<file path="config.mk">
export PLATFORM = sky130hd
export DESIGN_NAME = aes_192_req_sequencer
export DESIGN_NICKNAME = d
export VERILOG_FILES = /design/src/rtl/aes_192_req_sequencer.sv
export SDC_FILE = /design/constraint.sdc
export NUM_CORES = 1
export LEC_CHECK = 0
export ABC_CLOCK_PERIOD_IN_PS = 3700
export BUFFER_PORTS_ARGS = -buffer_cell sky130_fd_sc_hd__clkbuf_2
export CAP_MARGIN = 20
export CORE_AREA = 2 2 366 368
export CTS_BUF_LIST = sky130_fd_sc_hd__clkbuf_4 sky130_fd_sc_hd__clkbuf_8
export DETAILED_ROUTE_END_ITERATION = 16
export DIE_AREA = 0 0 368 370
export GPL_TIMING_DRIVEN = 0
export PLACE_DENSITY = 0.4
export REMOVE_ABC_BUFFERS = 1
export SLEW_MARGIN = 10
export SYNTH_ARGS = -nofsm -noshare
export SYNTH_HDL_FRONTEND = slang
export SYNTH_SLANG_ARGS = --single-unit
</file>
<file path="constraint.sdc">
create_clock -name clk -period 3.7 [get_ports clk]
set_input_delay 0.74 -clock clk [delete_from_list [all_inputs] [get_ports clk]]
set_output_delay 0.74 -clock clk [all_outputs]
set_load 0.01 [all_outputs]
</file>
<file path="src/rtl/aes_192_req_sequencer.sv">
// Sequences one AES-192 request at a time into the unrolled core. Accept-to-result is 29 cycles.
// A 1-deep holding register feeds the core, and a result register drains on res_valid/res_ready.
module aes_192_req_sequencer #(
  parameter int ID_W    = 4,
  parameter int TIMEOUT = 40,
  parameter int CNT_W   = 16
) (
  input  logic             clk,
  input  logic             rst,
  input  logic             in_valid,
  output logic             in_ready,
  input  logic [127:0]     in_state,
  input  logic [191:0]     in_key,
  input  logic [ID_W-1:0]  in_id,
  output logic             aes_start,
  output logic [127:0]     aes_state,
  output logic [191:0]     aes_key,
  input  logic [127:0]     aes_out,
  input  logic             aes_out_valid,
  output logic             res_valid,
  input  logic             res_ready,
  output logic [127:0]     res_data,
  output logic [ID_W-1:0]  res_id,
  output logic             busy,
  output logic             err_timeout,
  output logic [CNT_W-1:0] done_cnt
);

  localparam int WC_W = $clog2(TIMEOUT + 1);

  typedef struct packed {
    logic [127:0]    state;
    logic [191:0]    key;
    logic [ID_W-1:0] id;
  } req_t;

  typedef enum logic [1:0] {
    IDLE  = 2'd0,
    ISSUE = 2'd1,
    WAIT  = 2'd2,
    DONE  = 2'd3
  } state_t;

  state_t          state, state_next;
  req_t            hold;
  logic            hold_full;
  logic [ID_W-1:0] pend_id;
  logic [WC_W-1:0] wait_cnt;

  logic accept, issue_fire, capture, timeout_hit, res_hs;

  // State register
  always_ff @(posedge clk) begin
    if (rst) state <= IDLE;
    else     state <= state_next;
  end

  // Next-state logic
  always_comb begin
    state_next = state;
    case (state)
      IDLE:    if (hold_full && !res_valid) state_next = ISSUE;
      ISSUE:   state_next = WAIT;
      WAIT: begin
        if (capture)          state_next = DONE;
        else if (timeout_hit) state_next = IDLE;
      end
      DONE:    if (res_hs) state_next = IDLE;
      default: state_next = IDLE;
    endcase
  end

  // Per-state action strobes
  always_comb begin
    accept      = in_valid && !hold_full;
    issue_fire  = (state == ISSUE);
    capture     = (state == WAIT) && aes_out_valid;
    timeout_hit = (state == WAIT) && !aes_out_valid &&
                  (wait_cnt == WC_W'(TIMEOUT - 1));
    res_hs      = (state == DONE) && res_ready;
  end

  assign in_ready  = !hold_full;
  assign aes_state = hold.state;
  assign aes_key   = hold.key;
  assign busy      = (state != IDLE) || hold_full;

  always_ff @(posedge clk) begin
    if (rst) begin
      hold        <= '0;
      hold_full   <= 1'b0;
      pend_id     <= '0;
      wait_cnt    <= '0;
      aes_start   <= 1'b0;
      res_valid   <= 1'b0;
      res_data    <= '0;
      res_id      <= '0;
      err_timeout <= 1'b0;
      done_cnt    <= '0;
    end else begin
      // Start is a flop so the core sees a clean one-cycle pulse aligned to ISSUE.
      aes_start <= (state_next == ISSUE);

      if (accept) begin
        hold      <= '{state: in_state, key: in_key, id: in_id};
        hold_full <= 1'b1;
      end else if (issue_fire) begin
        hold_full <= 1'b0;
      end

      if (issue_fire) begin
        pend_id  <= hold.id;
        wait_cnt <= '0;
      end else if (state == WAIT) begin
        wait_cnt <= wait_cnt + 1'b1;
      end

      if (capture) begin
        res_data  <= aes_out;
        res_id    <= pend_id;
        res_valid <= 1'b1;
      end else if (res_hs) begin
        res_valid <= 1'b0;
        done_cnt  <= done_cnt + 1'b1;
      end

      if (timeout_hit) err_timeout <= 1'b1;
    end
  end

endmodule

</file>
==> results of run 1 <==
where the power goes:
part	switching, mW	internal (mW)
registers	0.140	5.53
logic	0.937	0.601
clock network	2.56	3.44
total	3.64	9.57
synth_stat cells (3+ instances only):
library cell,instances
xnor2_1,4
nor2_1,19
nor3_1,5
xor2_1,7
o21ai_0,5
nor2b_1,7
buf_4,332
clkbuf_1,76
nand3_1,7
inv_1,4
and3_1,3
or3_1,5
mux2_1,3
dfxtp_1,488
buf_2,56
nand4_1,5
nand2_1,928
a21oi_1,468
buf_1,15
final cells by class:
type,count,area [um^2]
Sequential cell,488,9770
Antenna cell,8,20.0
Clock buffer,151,1840
Multi-Input combinational cell,1488,6480
Tap cell,1768,2210
Fill cell,15272,107000
Timing Repair Buffer,952,5220
Clock inverter,17,230
Inverter,4,15.0
through the flow:
stage                     instances   TNS, ns  cell area, um^2  power, mW
after floorplan                1980  -2477.91            16200       6.49
after global placement         4677  -6646.69            23100       7.56
after detailed placement       4700         0            23700       7.35
after CTS                      4868         0            25800       13.6
after global routing           4875         0            25800       13.9
final                          4876         0            25800       13.2
sequential cells by signal, summed over array words and instances, names as in the netlist:
signal       count
aes_key        192
aes_state      128
res_data       128
done_cnt        16
wait_cnt         6
hold             4
pend_id          4
res_id           4
state            2
aes_start        1
err_timeout      1
hold_full        1
res_valid        1
logic make-up after synthesis:
logic type,Yosys count,synth area share
mux,5,0.00278
flops,488,0.505
simple gates,993,0.200
buf+inv,483,0.162
xor+xnor,11,0.00498
fa+ha+maj,2,0.00129
compound gates,477,0.124
routing by layer:
layer  global-route usage  share of wire
met1                0.129           0.40
met5                    0        0.00034
met4               0.0460          0.025
met2                0.183           0.47
met3               0.0460          0.098
tightest hold or removal path: stages:
cell and delay (ns):
clkbuf_2 0.08, nand2_1 0.04, a21oi_1 0.05
worst paths after layout:
check | end | from | cells past startpoint
worst max-delay path | res_data[97] | state[1] | 5
worst min-delay path | aes_key[59] | in_key[59] | 3
worst max register to register | res_data[97] | state[1] | 5
worst min register to register | aes_key[79] | aes_key[79] | 2
==> results, run 1 <==
- In the final routed layout, each cell accounts on average for between 15 and 20 um.
- The initial antenna violation count is 19.
- TritonCTS built the clock tree.
- The number of clock buffers added by TritonCTS is 96.
- Across the VDD grid, the largest voltage drop is about 0.00022 V.
- A synthesized cell averages ~8 um^2.
- Of the cells placed in the final design, the portion with a size suffix greater than 1 is 0.364.
- The worst hold slack after final layout is 0.190 ns.
- Setup repair after global routing left no endpoint under its margin.
- The global-route total usage across every layer is 0.112.
- The critical path is of the reg2reg type.
- Clock-pin slew was measured on the worst setup and hold paths at approximately 0.06 ns.
- The final standard cell utilization of the core is 0.195.
- The global placement routability congestion is just over 0.8.
- The data required time at the worst endpoint is about 4.4 ns.
- Power spread over the standard cell area amounts to about 510 nW/um^2.
- The number of synthesized flops with an enable pin is 0.
- The cell sitting at the root of the clock tree is a clkbuf_8.
- The number of hold violations in the final report is 0.
- The critical path goes through nor2b_1 > and2_4 > buf_16 > nand2_1 > a21oi_1.
- The maximum single-stage delay on the critical path is 0.65 ns.
- In this run the remaining antenna-violating nets after routing total 0.
- The critical path arrival is approximately 3.3 ns.
- The run finished with clean final reports.
- In this run the number of H-tree levels came out at 3.
- The analysis attributes to cell leakage a power of around 11 nW.
- In the finished design, the share of the clock period the worst path needs comes to 0.720.
- Relative to the synthesized area, the layout overhead comes to 33.3%.
- Of the post-synthesis cell area, the dominant cell type holds 0.505.
- The post-CTS setup repair buffer count is 0.
- The routed design has 80.3 mm of wire.
- The core region area is 132000 um^2.
- The detailed-route DRC error count is 0.
- Across the routed clock network, the largest skew measured is ~0.048 ns.
- The HPWL reported at the end of detailed placement is 60.3 mm.
- The die is 370 um tall.
- The via count of the first global-routing pass is 16633.
- The later-pin clock latency in the skew report is between 0.7 and 0.8 ns.
- The max-capacitance violation count is 0.
- In the layout the commonest cells are 928 x clkbuf_2, 927 x nand2_1, 488 x dfxtp_1.
- The post-place setup slack is roughly 0.79 ns.
- The share of the Yosys chip area taken by registers is 0.505.
- After detailed routing, the number of vias per cell comes to 3.58.
- The total number of vias is between 15000 and 20000.
- The number of buffers added to fix hold violations after cts is 0.
- The critical path's slowest cell is nor2b_1.
- The number of synthesis warnings is 0.
- In this run the register-to-register setup slack is 1.04 ns.
- Together, buffers and inverters on the worst path number 1.
- The wire length of the first global-routing pass is between 100 and 150 mm.
- The minimum clock period is between 2 and 3 ns.
- Derived from the worst setup path, the maximum achievable clock frequency is around 0.38 GHz.
- The pin count of the biggest net entering global routing is between 100 and 150.
- Grouping stages by cell kind, the critical path spends the most delay in simple AND/OR/NAND/NOR gates.
- Counting distinct cell types in the post-synthesis netlist gives 34.
- The largest driver fanout on the critical path is between 60 and 70.
- The most area-hungry cell type in the Yosys netlist is dfxtp_1.
- The category of the worst setup path launch point is a flip-flop.
- The library cell used most frequently in the layout, excluding fill and tap cells, is clkbuf_2.
- Setup slack on the critical path of the routed design comes to 1.04 ns.
- The initialized floorplan defines 134 standard-cell rows.
- The number of synthesized register bits is slightly below 500.
- The headroom to the max-slew limit is 0.432.
- STA classifies the critical path endpoint as a flip-flop.
- The clock passes through at most 3 buffers.
- The area of the mapped netlist is slightly below 20000 um^2.
- The number of instances in the synthesized netlist is ~2500.
- Once the clock tree was built, the resizer swapped 0 gates to a different size.
- The most common flop cell mapped by yosys is dfxtp_1.
- Setup violations remaining at the end of the flow were counted as 0.
- For this design, the sink count on the clock tree is approximately 490.
- Summed over all layers, the global routing overflow is 0.
- The initial DRC count is between 800 and 900.
- The number of pins exceeding their max-slew limit in the final report came to 0.
- The die outline area is between 100000 and 150000 um^2.
- Input and output buffers added on the ports amount to 929.
- The path type of the worst min-delay path is in2reg.
- Counting flops with an async set or reset pin after synthesis yields a share of 0.
- For this configuration, the core starts out at a cell density of 0.146.
- Yosys attributes the largest share of cell area to dfxtp_1 50%, nand2_1 18%, buf_4 13%.
- The die extent in x is 368 um.
- The slew at the pin with the worst max-slew slack is around 0.85 ns.
- For this run, the detailed router's first-pass iteration total came to 5.
- just over 900 I/O pins were placed.
- The net count reported at finish is between 3000 and 4000.
Note: power is estimated with default switching activity, not from simulation.
==> run 2, diff against run 1 <==
--- a/config.mk
+++ b/config.mk
@@ -5,7 +5,7 @@
 export SDC_FILE = /design/constraint.sdc
 export NUM_CORES = 1
 export LEC_CHECK = 0
-export ABC_CLOCK_PERIOD_IN_PS = 3700
+export ABC_CLOCK_PERIOD_IN_PS = 2700
 export BUFFER_PORTS_ARGS = -buffer_cell sky130_fd_sc_hd__clkbuf_2
 export CAP_MARGIN = 20
 export CORE_AREA = 2 2 366 368
==> constraint.sdc (replaced) <==
create_clock -name clk -period 2.7 [get_ports clk]
set_input_delay 0.54 -clock clk [delete_from_list [all_inputs] [get_ports clk]]
set_output_delay 0.54 -clock clk [all_outputs]
set_load 0.01 [all_outputs]
==> results, run 2 (same netlist as run 1, synthesis figures left out) <==
- In the final layout, flip-flops and latches occupy between 9000 and 10000 um^2.
- Port buffering added ~930 buffers.
- The path type of the worst min-delay path is in2reg.
- The fill cell instance count of the final layout is 14961.
- The clock reaches the later pin of the worst-skew pair after between 0.7 and 0.8 ns.
- The total area inside the core boundary comes to roughly 130000 um^2.
- The slew at the pin with the worst max-slew slack is about 0.86 ns.
- The sum of routed wire segments on met1 is approximately 34 mm.
- Detailed placement ended at an HPWL of between 60 and 70 mm.
- Setup repair after global routing left no endpoint under its margin.
- The worst-case vdd ir drop is slightly above 0.0003 V.
- The post-CTS setup repair buffer count is 0.
- The critical path arrival is 3.14 ns.
- The global placement routability congestion is 0.817.
- After global routing the overflow that remains totals 0.
- In the final routed layout, each cell accounts on average for between 15 and 20 um.
- Across every metal layer, demand over resource in global routing totals 0.116.
- For this run, design rule violations remaining after detail routing come to 0.
- The wire length of the first global-routing pass is approximately 120 mm.
- The flip-flop count of the largest register, all copies and words added is approximately 190.
- The die is around 370 um tall.
- The total number of vias is between 15000 and 20000.
- The post-placement cell count is 4700.
- Dividing the detail-routed via count by the number of cells gives between 3 and 4.
- The number of hold violations in the final report is 0.
- The minimum clock period is about 2.5 ns.
- The pin count of the biggest net entering global routing is 114.
- Once detail routing completed, the nets flagged for antenna violations numbered 0.
- The initial antenna violation count is 14.
- The library cell used most frequently in the layout, excluding fill and tap cells, is clkbuf_2.
- After clock tree synthesis, the clock-pin slew on the worst setup and hold paths is around 0.060 ns.
- For this run, the detailed router's first-pass iteration total came to 5.
- Buffers inserted during clock tree synthesis total 96.
- The headroom to the max-slew limit is 0.428.
- The total setup violations reported at the end of the flow is 0.
- Excluding fillers, the count of instances in the completed layout stands at between 5000 and 6000.
- The multi-input combinational cells in the finished layout cover a total of ~6500 um^2.
- Counting every sink on the clock net gives a little under 500.
- For this design the ratio of total power to cell area is between 600 and 700 nW/um^2.
- The top cell types in the final layout, fill and taps aside, are 928 x clkbuf_2, 927 x nand2_1, 488 x dfxtp_1.
- The worst setup path is captured at a flip-flop.
- The via count of the first global-routing pass came to around 19000.
- Across the run, the number of max-cap violations was 0.
- The total wirelength of the detailed-routed design is 82.9 mm.
- The initial utilization of the core area, before any placement, comes to 0.146.
- The number of pins exceeding their max-slew limit in the final report is 0.
- The relative area change from synthesis to final layout is 55.4%.
- After layout, the design draws a total of approximately 19 mW.
- 930 I/O pins were placed.
- The worst clock skew on the final layout is 0.0471 ns.
- Timing would allow up to 0.401 GHz.
- The flow ran to the end, and the final reports show no timing, DRC or antenna violations.
- The ratio of final minimum period to clock period is 0.924.
- The net count reported at finish is roughly 3900.
- The category of the worst setup path launch point is a flip-flop.
- The cell at the root of the clock tree is clkbuf_8.
- The initial DRC count is 862.
- STA puts the critical path data required time at between 3 and 4 ns.
- In this run the deepest clock path goes through 3 buffers.
- The critical setup path kind is reg2reg.
- In this run the static leakage power is around 13 nW.
- The count of H-tree levels built during CTS is 3.
- Of the cells placed in the final design, the portion with a size suffix greater than 1 is 0.320.
- The length of routed met3 wiring is 6.91 mm.
- The detailed router used layers up to and including met5.
- The floorplan has ~130 rows.
- TritonCTS built the clock tree.
- The floorplan step defined a die boundary enclosing 136000 um^2.
- After detailed routing, the met2 layer carries ~39 mm of wire.
- The largest driver fanout on the critical path is 65.
- The die extent in x is roughly 370 um.
[run 2: path summary, 6_finish.rpt]
check                from            end  slack [ns]  cells after the start
max             hold_full  aes_state[54]        0.20                      7
min          aes_out[119]  res_data[119]        0.15                      3
max reg2reg     hold_full  aes_state[54]        0.20                      7
min reg2reg   aes_key[79]    aes_key[79]        0.45                      2
[run 2: power breakdown]
part	switching, mW	internal, mW	total (mW)	leakage, nW
Combinational	1.42	1.23	2.65	7.94
Clock	3.53	4.71	8.24	1.10
Sequential	0.194	7.58	7.77	3.99
[run 2: area by class of cell]
cell class,instances,area share
sequential,488,0.325
timing repair buffer,1380,0.316
multi-input combinational,1488,0.216
tap,1768,0.0736
clock buffer,151,0.0612
clock inverter,17,0.00766
inverter,4,0.000499
antenna,5,0.000416
[run 2: timing repair]
item | in CTS | in global routing
gates resized for setup | 0 | 1
endpoints found under the hold margin | 428 | 0
hold buffers | 428 | 0
setup endpoints to repair | 0 | 15
[run 2: critical path, stage by stage, from the launching register on]
cell and delay [ns]:
dfxtp_1 0.43, inv_1 0.18, nand2_4 0.47, buf_16 0.31
buf_16 0.28, buf_16 0.30, nand2_1 0.11, a21oi_1 0.14
[run 2: through the flow]
stage | worst slack (ns) | utilization | instance area, um^2 | TNS (ns) | hold WS [ns]
finish | 0.205 | 0.227 | 30100 | 0 | 0.150
floorplan | -8.47 | - | 16200 | -2854.49 | 0.426
global route | 0.0151 | 0.227 | 30100 | 0 | 0.0745
CTS | 0.0911 | 0.227 | 30100 | 0 | 0.000937
global placement | -22.56 | 0.174 | 23100 | -7037.09 | 0.441
detailed placement | -0.0148 | 0.179 | 23700 | -0.0224 | 0.445
[run 2: per-layer routing]
metal / up-vias / GRT usage
li1: 9533 / -
met1: 8795 / 0.135
met4: 6 / 0.0498
met5: - / 0
met3: 147 / 0.0421
met2: 640 / 0.191
